==> src/rtl/fc_argmax.sv <==
// Argmax sink for the final FC layer: folds activation beats into a running (max, idx)
// and reports the winning class on a valid/ack handshake. Define FC_ARGMAX_SIGNED_EN for signed compare.

module fc_argmax_lane #(
  parameter int H     = 0,
  parameter int C     = 0,
  parameter int EPT   = 64,
  parameter int NC    = 1,
  parameter int ON    = 10,
  parameter int CNT_W = 7,
  parameter int IDX_W = 4
) (
  input  logic [CNT_W-1:0] cnt_i,
  output logic             vld_o,
  output logic [IDX_W-1:0] idx_o
);
  int slot, n;
  always_comb begin
    slot  = int'(cnt_i) * NC + C;
    n     = H * EPT + slot;
    vld_o = (slot < EPT) && (n < ON);
    idx_o = IDX_W'(n);
  end
endmodule

module fc_argmax #(
  parameter int OUTPUT_NEURONS = 10,
  parameter int XBAR_SIZE      = 512,
  parameter int DATA_SIZE      = 8,
  parameter int OBUF_BUS_WIDTH = 46,
  localparam int OBUF_DATA_SIZE = (DATA_SIZE == 1) ? $clog2(XBAR_SIZE)
                                                   : 2*DATA_SIZE + $clog2(XBAR_SIZE),
  localparam int NC_RAW         = OBUF_BUS_WIDTH / OBUF_DATA_SIZE,
  localparam int NUM_CHANNELS   = (NC_RAW < 1) ? 1 : NC_RAW,
  localparam int H_CIM_TILES    = (OUTPUT_NEURONS*DATA_SIZE + XBAR_SIZE - 1) / XBAR_SIZE,
  localparam int EPT            = XBAR_SIZE / DATA_SIZE,
  localparam int NUM_ADDR_OBUF  = (EPT + NUM_CHANNELS - 1) / NUM_CHANNELS,
  localparam int IDX_W          = (OUTPUT_NEURONS > 1) ? $clog2(OUTPUT_NEURONS) : 1,
  localparam int CNT_W          = $clog2(NUM_ADDR_OBUF + 1)
) (
  input  logic                 clk,
  input  logic                 rst,
  input  logic                 i_we,
  input  logic [DATA_SIZE-1:0] i_data [H_CIM_TILES-1:0][NUM_CHANNELS-1:0],
  input  logic                 i_start,
  output logic                 o_ready,
  output logic                 o_valid,
  output logic [IDX_W-1:0]     o_class,
  output logic [DATA_SIZE-1:0] o_score,
  input  logic                 i_ack
);

`ifdef FC_ARGMAX_SIGNED_EN
  localparam logic [DATA_SIZE-1:0] SCORE_MIN = {1'b1, {(DATA_SIZE-1){1'b0}}};
`else
  localparam logic [DATA_SIZE-1:0] SCORE_MIN = '0;
`endif

  function automatic logic gt(input logic [DATA_SIZE-1:0] a, input logic [DATA_SIZE-1:0] b);
`ifdef FC_ARGMAX_SIGNED_EN
    return $signed(a) > $signed(b);
`else
    return a > b;
`endif
  endfunction

  typedef enum logic [1:0] {IDLE, COLLECT, DONE} state_e;

  state_e                 state_q;
  logic [CNT_W-1:0]       cnt_q;
  logic                   have_q, have_d;
  logic [DATA_SIZE-1:0]   max_q, max_d;
  logic [IDX_W-1:0]       idx_q, idx_d;
  logic                   ready_q, valid_q;
  logic [IDX_W-1:0]       class_q;
  logic [DATA_SIZE-1:0]   score_q;

  logic [H_CIM_TILES-1:0][NUM_CHANNELS-1:0]            lane_vld;
  logic [H_CIM_TILES-1:0][NUM_CHANNELS-1:0][IDX_W-1:0] lane_idx;

  for (genvar h = 0; h < H_CIM_TILES; h++) begin : g_tile
    for (genvar c = 0; c < NUM_CHANNELS; c++) begin : g_ch
      fc_argmax_lane #(
        .H(h), .C(c), .EPT(EPT), .NC(NUM_CHANNELS), .ON(OUTPUT_NEURONS),
        .CNT_W(CNT_W), .IDX_W(IDX_W)
      ) u_lane (
        .cnt_i (cnt_q),
        .vld_o (lane_vld[h][c]),
        .idx_o (lane_idx[h][c])
      );
    end
  end

  logic beat_acc, start_acc;
  assign beat_acc  = ready_q && i_we && (cnt_q < CNT_W'(NUM_ADDR_OBUF));
  assign start_acc = ready_q && i_start;

  // Lanes are scanned in ascending neuron order, so strict '>' keeps the lowest index on ties.
  logic                 bv;
  logic [DATA_SIZE-1:0] bmax;
  logic [IDX_W-1:0]     bidx;
  always_comb begin
    bv   = 1'b0;
    bmax = '0;
    bidx = '0;
    for (int h = 0; h < H_CIM_TILES; h++)
      for (int c = 0; c < NUM_CHANNELS; c++)
        if (lane_vld[h][c] && (!bv || gt(i_data[h][c], bmax))) begin
          bv   = 1'b1;
          bmax = i_data[h][c];
          bidx = lane_idx[h][c];
        end
    have_d = have_q;
    max_d  = max_q;
    idx_d  = idx_q;
    if (beat_acc && bv && (!have_q || gt(bmax, max_q))) begin
      have_d = 1'b1;
      max_d  = bmax;
      idx_d  = bidx;
    end
  end

  always_ff @(posedge clk) begin
    if (rst) begin
      state_q <= IDLE;
      cnt_q   <= '0;
      have_q  <= 1'b0;
      max_q   <= '0;
      idx_q   <= '0;
      ready_q <= 1'b1;
      valid_q <= 1'b0;
      class_q <= '0;
      score_q <= '0;
    end else begin
      case (state_q)
        IDLE, COLLECT: begin
          // A beat arriving with start is folded in via the _d terms before latching.
          if (start_acc) begin
            state_q <= DONE;
            ready_q <= 1'b0;
            valid_q <= 1'b1;
            class_q <= have_d ? idx_d : '0;
            score_q <= have_d ? max_d : SCORE_MIN;
          end else if (beat_acc) begin
            state_q <= COLLECT;
            cnt_q   <= cnt_q + 1'b1;
            have_q  <= have_d;
            max_q   <= max_d;
            idx_q   <= idx_d;
          end
        end
        DONE: begin
          if (i_ack && valid_q) begin
            state_q <= IDLE;
            ready_q <= 1'b1;
            valid_q <= 1'b0;
            cnt_q   <= '0;
            have_q  <= 1'b0;
            max_q   <= '0;
            idx_q   <= '0;
          end
        end
        default: state_q <= IDLE;
      endcase
    end
  end

  assign o_ready = ready_q;
  assign o_valid = valid_q;
  assign o_class = class_q;
  assign o_score = score_q;

endmodule

==> config.mk <==
export PLATFORM = sky130hd
export DESIGN_NAME = fc_argmax
export DESIGN_NICKNAME = d
export VERILOG_FILES = /design/src/rtl/fc_argmax.sv
export SDC_FILE = /design/constraint.sdc
export NUM_CORES = 1
export LEC_CHECK = 0
export ABC_AREA = 1
export CORE_ASPECT_RATIO = 0.75
export CORE_MARGIN = 10
export CORE_UTILIZATION = 50
export CTS_BUF_LIST = sky130_fd_sc_hd__clkbuf_4
export CTS_CLUSTER_SIZE = 12
export DETAILED_ROUTE_END_ITERATION = 10
export PLACE_DENSITY = 0.86
export SLEW_MARGIN = 20
export SYNTH_ARGS = -nofsm -noshare
export SYNTH_HDL_FRONTEND = slang
export SYNTH_SLANG_ARGS = --single-unit
export TNS_END_PERCENT = 5
==> constraint.sdc <==
create_clock -name clk -period 2.13 [get_ports clk]
set_input_delay 0.426 -clock clk [delete_from_list [all_inputs] [get_ports clk]]
set_output_delay 0.426 -clock clk [all_outputs]
set_load 0.02 [all_outputs]
# ---- Yosys cells after proc, flatten, opt, wreduce, memory -nomap -nowiden
# Index checks and enable logic that the tools add are counted.
dict set report totals {
  ff_bits 36
  output_inout_bits 14
  wordCells 70
}
dict set report classes {
  reduce_logical 16
  mux 33
  order_cmp 4
  addsub 1
  n_eq_ne 7
}
# operator n
set ops {}
lappend ops {{two-way mux 8 bit} 6}
lappend ops {{two-way mux 4 bit} 6}
lappend ops {{two-way mux 7 bit} 3}
lappend ops {{one-hot mux 8 bit (2 select lines)} 1}
lappend ops {{< comparator 7 bit, second input constant} 2}
lappend ops {{one-hot mux 7 bit (2 select lines)} 1}
lappend ops {{> comparator 8 bit} 1}
lappend ops {{two-way mux 1 bit} 8}
lappend ops {{inequality test 2 bit, second input constant} 4}
lappend ops {{one-hot mux 4 bit (2 select lines)} 1}
lappend ops {{adder 7 x 1 -> 7 bit, second input constant} 1}
lappend ops {{logical AND 1 bit} 7}
lappend ops {{< comparator 7 x 4 -> 1 bit, second input constant} 1}
lappend ops {{two-way mux 2 bit} 3}
lappend ops {{one-hot mux 1 bit (2 select lines)} 3}
lappend ops {{one-hot mux 2 bit (2 select lines)} 1}
lappend ops {{AND reduction 2 bit} 2}
lappend ops {{AND reduction 4 bit} 1}
lappend ops {{inequality test 3 bit, second input constant} 1}
lappend ops {{AND reduction 3 bit} 1}
lappend ops {{equality test 2 x 1 -> 1 bit, second input constant} 1}
lappend ops {{equality test 2 bit, second input constant} 1}
lappend ops {{zero test 2 bit} 1}
lappend ops {{nonzero test 2 bit} 1}
lappend ops {{3 further kinds} 3}

# ---- Longest topological paths before layout
# Gate-level depths: netlist (run 1).
dict set report logic_depth {
  ltp_word 10
  ltp_mapped 18
}

# ---- Hierarchy
# Synthesis (run 1) repeated with hierarchy kept, for this count alone.
dict set report hier_totals {
  cells_unflattened 278
  area_unflattened_um2 1929.4
}
# mod n_inst seq_area_each_um2 cells_per_inst area_each_um2
set by_module_without_submodules {}
lappend by_module_without_submodules {fc_argmax 1 720.7 267 1873.0}
lappend by_module_without_submodules {fc_argmax_lane 1 0.0 11 56.3}

# ---- Worst setup path before layout (run 1)
# Ideal clock, no wire load.
dict set report synth_path {
  path_kind {register to register}
  start {register cnt_q[1]}
  end {register max_q[6]}
  synth_period_minus_slack_ps 2108
  path_slack_ps 22
  required_time_ps 1998
  path_stages_with_launch 18
  arrival_time_ps 1975
  setup_time_ps 132
  cell_sequence {dfxtp_1 o21ai_2 nand4_4 or2_2 ha_1 inv_1 nand2_1 nand2_1 nand2_1 nand2_1 nand2_1 nand2_1 nand2_1 nand2_1 buf_2 nand3_1 nand3_1 a21oi_1}
}
dict set report synth_between {
  elab_chain_len 10
}
# element line
set synth_lines {}
lappend synth_lines {{start, declared} 70} ;# logic [CNT_W-1:0] cnt_q;
lappend synth_lines {{start signal, assigned} 146} ;# cnt_q <= cnt_q + 1'b1;
lappend synth_lines {{< comparator 7 bit or < comparator 7 x 4 -> 1 bit (tied branches)} {21, 95}}
lappend synth_lines {{logical AND 1 bit} 21} ;# vld_o = (slot < EPT) && (n < ON);
lappend synth_lines {{two-way mux 8 bit} 108} ;# if (lane_vld[h][c] && (!bv || gt(i_data[h][c], bmax))) begin
lappend synth_lines {{> comparator 8 bit} 63} ;# return a > b;
lappend synth_lines {{logical OR 1 bit} 116} ;# if (beat_acc && bv && (!have_q || gt(bmax, max_q))) begin
lappend synth_lines {{logical AND 1 bit} 116}
lappend synth_lines {{two-way mux 8 bit} 116}
lappend synth_lines {{two-way mux 8 bit} 144} ;# end else if (beat_acc) begin
lappend synth_lines {{two-way mux 8 bit} 138} ;# if (start_acc) begin
lappend synth_lines {{one-hot mux 8 bit (2 select lines)} 135} ;# case (state_q)
lappend synth_lines {{end signal, assigned} 148} ;# max_q <= max_d;
lappend synth_lines {{end, declared} 72} ;# logic [DATA_SIZE-1:0] max_q, max_d;
# Several ways; a longest one is shown, not always the timed one. The select of a mux whose other input is x is not followed.
# A chain may end at the register's enable or synchronous reset.

# ---- Worst setup path in the final report (run 1)
dict set report layout_path {
  start {register cnt_q[1]}
  end {register idx_q[2]}
}
dict set report layout_between {
  elab_chain_len 10
}
# element line
set layout_lines {}
lappend layout_lines {{< comparator 7 bit or < comparator 7 x 4 -> 1 bit (tied branches)} {21, 95}}
lappend layout_lines {{logical AND 1 bit} 21}
lappend layout_lines {{two-way mux 8 bit} 108}
lappend layout_lines {{> comparator 8 bit} 63}
lappend layout_lines {{logical OR 1 bit} 116}
lappend layout_lines {{logical AND 1 bit} 116}
lappend layout_lines {{two-way mux 4 bit} 116}
lappend layout_lines {{two-way mux 4 bit} 144}
lappend layout_lines {{two-way mux 4 bit} 138}
lappend layout_lines {{one-hot mux 4 bit (2 select lines)} 135}
lappend layout_lines {{end signal, assigned} 149} ;# idx_q <= idx_d;
lappend layout_lines {{end, declared} 73} ;# logic [IDX_W-1:0] idx_q, idx_d;
# Several ways; a longest one is shown, not always the timed one. The select of a mux whose other input is x is not followed.

==> results.tsv, run 1 <==
stage	metric	value	unit
worst_setup_path	type of element capturing the critical path	flop	
timing	Period minus WS final	2.19	ns
clock_network	clock-pin slew on the worst setup and hold paths	0.11	ns
clock_network	CTS tree	done	
power_and_ir_drop	Reg power frac	49.1	%
worst_setup_path	WP data required	2.43	ns
global_route	initial antenna violation count	0	
yosys	Mapped Area	0.00183	mm2
clock_network	clock buffer depth	2	
power_and_ir_drop	Switching Share	33.4	%
yosys	post-synthesis sequential area ratio	39.4	%
worst_setup_path	Crit-path slowest cell	dfxtp_2	
timing	Worst slew margin	67.8	%
power_and_ir_drop	Net Sw Power	498	uW
power_and_ir_drop	VDD IR max	0.507	mV
drt	drt drc	0	
timing	Setup Skew	0.0118	ns
power_and_ir_drop	clock share of power	23.5	%
power_and_ir_drop	Pwr Density	582	mW/mm2
yosys	EDFF count, synth	0	
die	Die Ht	72.4	um
global_route	first-pass GRT wire length	8300	um
worst_setup_path	Worst setup SP type	flop	
global_route	number of global-route vias before repair	1814	
yosys	post-synth cell types	23	
yosys	synthesis-stage register bit count	36	
placed_design	Final HPWL DP	3210	um
min_path	worst hold stages	2	
timing	RSZ-0062 raised after global routing	yes	
drt	Pre-antenna DRT Iters	4	
final_layout	Nets	332	
yosys	area fraction in and, or, nand and nor cells after synthesis	32.7	%
worst_setup_path	Crit Path Category	flop to flop	
worst_setup_path	Setup crit start	cnt_q[1]	
clock_network	CTS Hold Buffers Added	0	
power_and_ir_drop	Int Power	991	uW
drt	drt total wl	5190	um
timing	Min Hold Slack	0.470	ns
timing	Final setup viols	24	
timing	Fin. Hold Viols	0	
worst_setup_path	RR Endpoint	idx_q[2]	
drt	met3 routed WL	460	um
outcome	status	complete, but fails checks	
worst_setup_path	Reg2Reg Depth	17	
yosys	Synth Area in Compound Gates	11.6	%
yosys	cell taking the most area after synthesis	dfxtp_1	
timing	Setup WS post-layout	-0.0607	ns
worst_setup_path	flop2flop setup slack	-0.06	ns
die	core area	0.00340	mm2
drt	top layer in use	met4	
drt	initial drt markers	118	
drt	DR vias	1908	
yosys	post-synth top area share	39.4	%
drt	WL per Instance	14.4	um
timing	final period utilization	103	%
clock_network	root buffer cell	clkbuf_4	
clock_network	Num Clock Sinks	36	
yosys	syn_nets	282	
yosys	largest family of logic cells by synthesized area	simple AND/OR/NAND/NOR gates	
yosys	commonest cells in the netlist	nand2_1, nand3_1, dfxtp_1	
global_route	total congestion overflow	0	
yosys	async set or reset register ratio after synthesis	0	%
min_path	Tightest Hold Check Type	flop to flop	
outcome	failing checks	negative setup slack	
worst_setup_path	Max Fanout on Critical Path	8	
yosys	Post-Syn Instances	260	
die	Ports	27	
run	total of max-cap violations	0	
power_and_ir_drop	Comb power frac	27.4	%
yosys	mux share of post-synthesis cell area	0	%
final_layout	area grow syn2layout	39.7	%
timing	Worst Max-Slew Pin Slew	0.482	ns
timing	Fin Setup TNS	-0.852	ns
worst_setup_path	max incr delay on CP	0.34	ns
drt	Routed Antenna Nets	0	
clock_network	H-tree levels	2	
yosys	adder-cell share of the synthesized area	6.15	%
final_layout	# fillers	243	
final_layout	Final Instance Area	0.00256	mm2
timing	Max Freq	0.456	GHz
yosys	yosys warns	0	
final_layout	n_diodes	0	
yosys	ranking of synthesized cells by area	dfxtp_1, nand2_1, nand3_1	
worst_setup_path	Worst Setup EP	idx_q[2]	
power_and_ir_drop	Pwr Total	1.49	mW
yosys	Top FF cell, synth	dfxtp_1	
placed_design	final RePlAce weighted congestion	0.826	
clock_network	total CTS buffers	5	
global_route	largest net degree at the start of global routing	30	
drt	Vias/cell	5.30	
worst_setup_path	CP Cell Sequence	o21ai_2 -> nand4_4 -> buf_6 -> nor2_2 -> ha_1 -> nand2_1 -> inv_1 -> nand2_1 -> nand2_1 -> nand2_1 -> nand2_1 -> nand2_2 -> nand2_4 -> buf_6 -> nand3_2 -> nand3_1 -> a21oi_2	
drt	Met2 Routed Length	2460	um
yosys	XOR/XNOR Fraction of Synth Area	0	%
placed_design	Area after DPL	0.00224	mm2
worst_setup_path	most frequent CP cell	nand2_1	
yosys	count leader, synth	nand2_1	
power_and_ir_drop	LEAKAGE	1.03	nW
die	Initial Util	53.8	%
timing	fin. max-slew vios	0	
clock_network	Clock Latency Late Sink	0.37	ns
die	die area	0.00651	mm2
final_layout	fraction of layout cells with a size suffix above 1	27.4	%
die	Die Span X	89.9	um
placed_design	number of port buffers	26	
worst_setup_path	Critical R2R Launch	cnt_q[1]	
die	row count	18	
global_route	Global Route Usage Sum	15.3	%
yosys	synthesized area per cell	7.04	um2
worst_setup_path	critical path arrival	2.49	ns
drt	wl on met1	2190	um
metal layers:
metal | vias up | track usage, %
li1 | 949 | -
met1 | 886 | 18.3
met2 | 64 | 24.6
met3 | 9 | 5.76
met4 | 0 | 5.63
met5 | - | 0
logic make-up after synthesis:
family | Yosys count
adder cells (fa/ha/maj) | 9
flip-flops | 36
buffers and inverters | 44
AO/OA/AOI/OAI | 41
AND/OR/NAND/NOR | 130
critical path, delay by kind of cell, from the launching register on:
family | cells | cell delay (ns)
adders and majority gates | 1 | 0.23
AOI/OAI and AO/OA | 2 | 0.33
and+or+nand+nor | 11 | 0.85
buffers and inverters | 3 | 0.39
DFF | 1 | 0.34
power groups by stage:
stage | Combinational, mW | Clock (mW) | Sequential (mW)
global route | 0.450 | 0.384 | 0.736
floorplan | 0.205 | 0 | 0.759
detailed placement | 0.336 | 0 | 0.744
global placement | 0.326 | 0 | 0.743
finish | 0.408 | 0.350 | 0.731
CTS | 0.365 | 0.346 | 0.730
sequential cells by signal, indices dropped and copies added, names as in the netlist:
name	cells
cnt_q	7
have_q	1
idx_q	4
max_q	8
o_class	4
o_ready	1
o_score	8
o_valid	1
state_q	2
layout make-up:
class / instances / area, um2 / share of cell area, %
inverters: 34 / 128 / 4.99
flip-flops and latches: 36 / 723 / 28.3
clock buffers: 5 / 37.5 / 1.47
repair buffers: 52 / 487 / 19.0
clock inverters: 2 / 7.51 / 0.294
multi-input cells: 181 / 1110 / 43.5
well taps: 50 / 62.6 / 2.45
repair_timing:
action | 4_1_cts | 5_1_grt
endpoints found under the hold margin | 0 | 0
pin swaps | 16 | 10
endpoints found under the setup margin | 24 | 24
gates resized for setup | 27 | 25
gates cloned | 2 | 0
setup buffers | 4 | 2
how the worst min path moves through the flow:
stage / startpoint / end / slack (ns)
after CTS: o_score[4] / o_score[4] / 0.47
final: idx_q[3] / idx_q[3] / 0.47
after floorplan: idx_q[0] / idx_q[0] / 0.44
after detailed placement: o_score[2] / o_score[2] / 0.45
after global placement: idx_q[2] / idx_q[2] / 0.45
after global routing: o_score[1] / o_score[1] / 0.49
stage by stage:
step           util, %  cells  setup WS [ns]
5_1_grt           75.2    360         -0.231
2_1_floorplan        -    260         0.0224
4_1_cts           71.4    358       0.000855
3_3_place_gp      65.8    345         -0.264
6_report          75.2    360        -0.0607
3_5_place_dp      65.8    345         -0.341
cell usage in the layout (no fill, tap or decap), types with 2 or more instances in the layout:
cell type / count
buf_6: 5
dfxtp_2: 2
nand4_1: 2
a21oi_1: 25
o21ai_0: 4
nor2_2: 5
nor3_1: 2
buf_4: 20
ha_1: 9
nand2_1: 52
nor2_4: 3
nor2_1: 17
nand2_4: 3
nand3_1: 17
nand2_2: 6
clkinv_1: 2
inv_1: 33
a21oi_2: 9
dfxtp_1: 34
clkdlybuf4s50_1: 26
clkbuf_4: 5
nand3_2: 22
Note: power is estimated with default switching activity, not from simulation.
==> inputs of run 2 (changes only) <==
--- a/config.mk
+++ b/config.mk
@@ -12,7 +12,7 @@
 export CTS_BUF_LIST = sky130_fd_sc_hd__clkbuf_4
 export CTS_CLUSTER_SIZE = 12
 export DETAILED_ROUTE_END_ITERATION = 10
-export PLACE_DENSITY = 0.86
+export PLACE_DENSITY_LB_ADDON = 0.08
 export SLEW_MARGIN = 20
 export SYNTH_ARGS = -nofsm -noshare
 export SYNTH_HDL_FRONTEND = slang
==> run 2 against run 1 <==
  * Clock power is 3% lower
  * First-iteration DRC count is 7.6% higher
  * The run still ends with negative setup slack left
  * Flip-flop and latch count stayed put
  * Cell count is 0.56% lower
  * Highest routed layer unchanged
  * Die area stayed put
  * Critical path depth stayed put
  * Combinational power is 5% lower
==> results.tsv, run 2 (same netlist as run 1, synthesis figures left out) <==
stage	metric	value	unit
outcome	status	complete, but fails checks	
outcome	failing checks	negative setup slack	
final_layout	fin util	73.4	%
clock_network	total CTS buffers	5	
power_and_ir_drop	Switching Share	32.6	%
drt	Pre-antenna DRT Iters	4	
die	Ports	27	
die	Initial Util	53.8	%
drt	drt total wl	4850	um
global_route	total congestion overflow	0	
power_and_ir_drop	Pwr Density	584	mW/mm2
die	Die Span X	89.9	um
worst_setup_path	Reg2Reg Depth	17	
power_and_ir_drop	Comb power frac	26.7	%
worst_setup_path	max incr delay on CP	0.34	ns
timing	Period minus WS final	2.26	ns
final_layout	n_diodes	0	
placed_design	final RePlAce weighted congestion	0.826	
timing	Setup Skew	0.0191	ns
die	core area	0.00340	mm2
clock_network	root buffer cell	clkbuf_4	
power_and_ir_drop	LEAKAGE	1.01	nW
worst_setup_path	most frequent CP cell	nand2_1	
timing	Fin. Hold Viols	0	
clock_network	Num Clock Sinks	36	
timing	RSZ-0062 raised after global routing	yes	
global_route	first-pass GRT wire length	8160	um
power_and_ir_drop	Reg power frac	50.0	%
worst_setup_path	Crit Path Category	flop to flop	
worst_setup_path	Crit-path slowest cell	dfxtp_2	
run	total of max-cap violations	0	
timing	Min Hold Slack	0.468	ns
worst_setup_path	Stages on worst setup path	17	
timing	Worst Max-Slew Pin Slew	0.426	ns
global_route	Global Route Usage Sum	15.2	%
clock_network	clock buffer depth	2	
final_layout	fraction of layout cells with a size suffix above 1	24.4	%
final_layout	commonest cells after routing, fill and taps aside	nand2_1, dfxtp_1, inv_1, a21oi_1, clkdlybuf4s50_1	
die	Die Ht	72.4	um
timing	final period utilization	106	%
timing	Worst slew margin	71.5	%
global_route	largest net degree at the start of global routing	30	
timing	Final setup viols	24	
final_layout	area occupied by multi-input gates	0.00108	mm2
drt	drt drc	0	
placed_design	number of port buffers	26	
placed_design	Final HPWL DP	3260	um
drt	initial drt markers	127	
worst_setup_path	cell family with most CP delay	simple AND/OR/NAND/NOR gates	
worst_setup_path	type of element capturing the critical path	flop	
die	row count	18	
global_route	initial antenna violation count	0	
global_route	number of global-route vias before repair	1793	
power_and_ir_drop	Pwr Total	1.46	mW
worst_setup_path	Worst Setup EP	max_q[3]	
power_and_ir_drop	Net Sw Power	475	uW
drt	WL per Instance	13.5	um
die	die area	0.00651	mm2
worst_setup_path	flop2flop setup slack	-0.13	ns
worst_setup_path	Worst setup SP type	flop	
worst_setup_path	WP data required	2.34	ns
drt	Routed Antenna Nets	0	
clock_network	CTS tree	done	
worst_setup_path	crit path buf inv count	2	
power_and_ir_drop	VDD IR max	0.357	mV
timing	fin. max-slew vios	0	
clock_network	H-tree levels	2	
timing	Setup WS post-layout	-0.130	ns
drt	Vias/cell	5.09	
final_layout	# fillers	275	
drt	DR vias	1824	
final_layout	Nets	330	
placed_design	DP Cell Count	346	
worst_setup_path	CP Cell Sequence	o21ai_2 -> nand4_4 -> or2_4 -> ha_2 -> inv_2 -> nand2_1 -> nand2_1 -> nand2_1 -> nand2_1 -> nand2_1 -> nand2_1 -> nand2_2 -> nand2_4 -> buf_6 -> nand3_2 -> nand3_1 -> a21oi_1	
timing	Max Freq	0.442	GHz
worst_setup_path	critical path arrival	2.47	ns
final_layout	area grow syn2layout	36.4	%
worst_setup_path	Setup crit start	cnt_q[1]	
power_and_ir_drop	Int Power	983	uW
final_layout	register area	723	um2
final_layout	most common cell after layout, fill and taps aside	nand2_1	
worst_setup_path	Critical R2R Launch	cnt_q[1]	
final_layout	fin cells	358	
clock_network	Clock Latency Late Sink	0.34	ns
worst_setup_path	Max Fanout on Critical Path	8	
clock_network	clock-pin slew on the worst setup and hold paths	0.11	ns
min_path	Tightest Hold Check Type	flop to flop	
worst_setup_path	RR Endpoint	max_q[3]	
power_and_ir_drop	clock share of power	23.3	%
## run 2: changes by cell type in the layout (fill, tap and decap cells not counted), sizes merged
cell / previous run / this run
buf: 26 / 24
## run 2: cell type report
class | count | area share [%]
Clock buffer | 5 | 1.50
Multi-Input combinational cell | 181 | 43.4
Inverter | 34 | 5.11
Timing Repair Buffer | 50 | 18.2
Sequential cell | 36 | 29.0
Clock inverter | 2 | 0.301
Tap cell | 50 | 2.51
## run 2: what timing repair did
| action | 4_1_cts | 5_1_grt |
|---|---|---|
| pin swaps | 15 | 6 |
| buffers inserted | 3 | 0 |
| cloned | 2 | 0 |
| resized for setup | 26 | 18 |
| endpoints found under the setup margin | 24 | 24 |
| hold buffers | 0 | 0 |
## run 2: per-stage QoR
step                TNS [ns]  cell area [um2]  setup WS (ns)
floorplan                  0             1830         0.0224
CTS                   -0.165             2430        -0.0209
detailed placement     -8.05             2250         -0.374
global route           -5.90             2500         -0.270
finish                 -2.34             2500         -0.130
global placement       -6.53             2250         -0.304
## run 2: tightest hold or removal path: stages (launching register included)
cell     delay [ns]
dfxtp_1        0.32
nand2_1        0.06
a21oi_1        0.05
## run 2: layer usage
metal  track usage, %  routed length, um
met1             19.0               2320
met2             24.0               2090
met3             5.34                383
met4             5.11                 49
met5                0                  0
## run 2: how the worst min path moves through the flow
stage                to     start  slack (ns)  cells past startpoint
2_1_floorplan  idx_q[0]  idx_q[0]        0.44                      2
3_3_place_gp   max_q[7]  max_q[7]        0.45                      2
3_5_place_dp   max_q[2]  max_q[2]        0.45                      2
4_1_cts        max_q[2]  max_q[2]        0.47                      2
5_1_grt        max_q[5]  max_q[5]        0.49                      2
6_report       max_q[5]  max_q[5]        0.47                      2
## run 2: power by group through the flow
| stage | clock (mW) | sequential [mW] | combinational (mW) |
|---|---|---|---|
| 5_1_grt | 0.372 | 0.734 | 0.430 |
| 3_5_place_dp | 0 | 0.744 | 0.339 |
| 3_3_place_gp | 0 | 0.743 | 0.333 |
| 6_report | 0.340 | 0.729 | 0.389 |
| 2_1_floorplan | 0 | 0.759 | 0.205 |
| 4_1_cts | 0.339 | 0.729 | 0.368 |
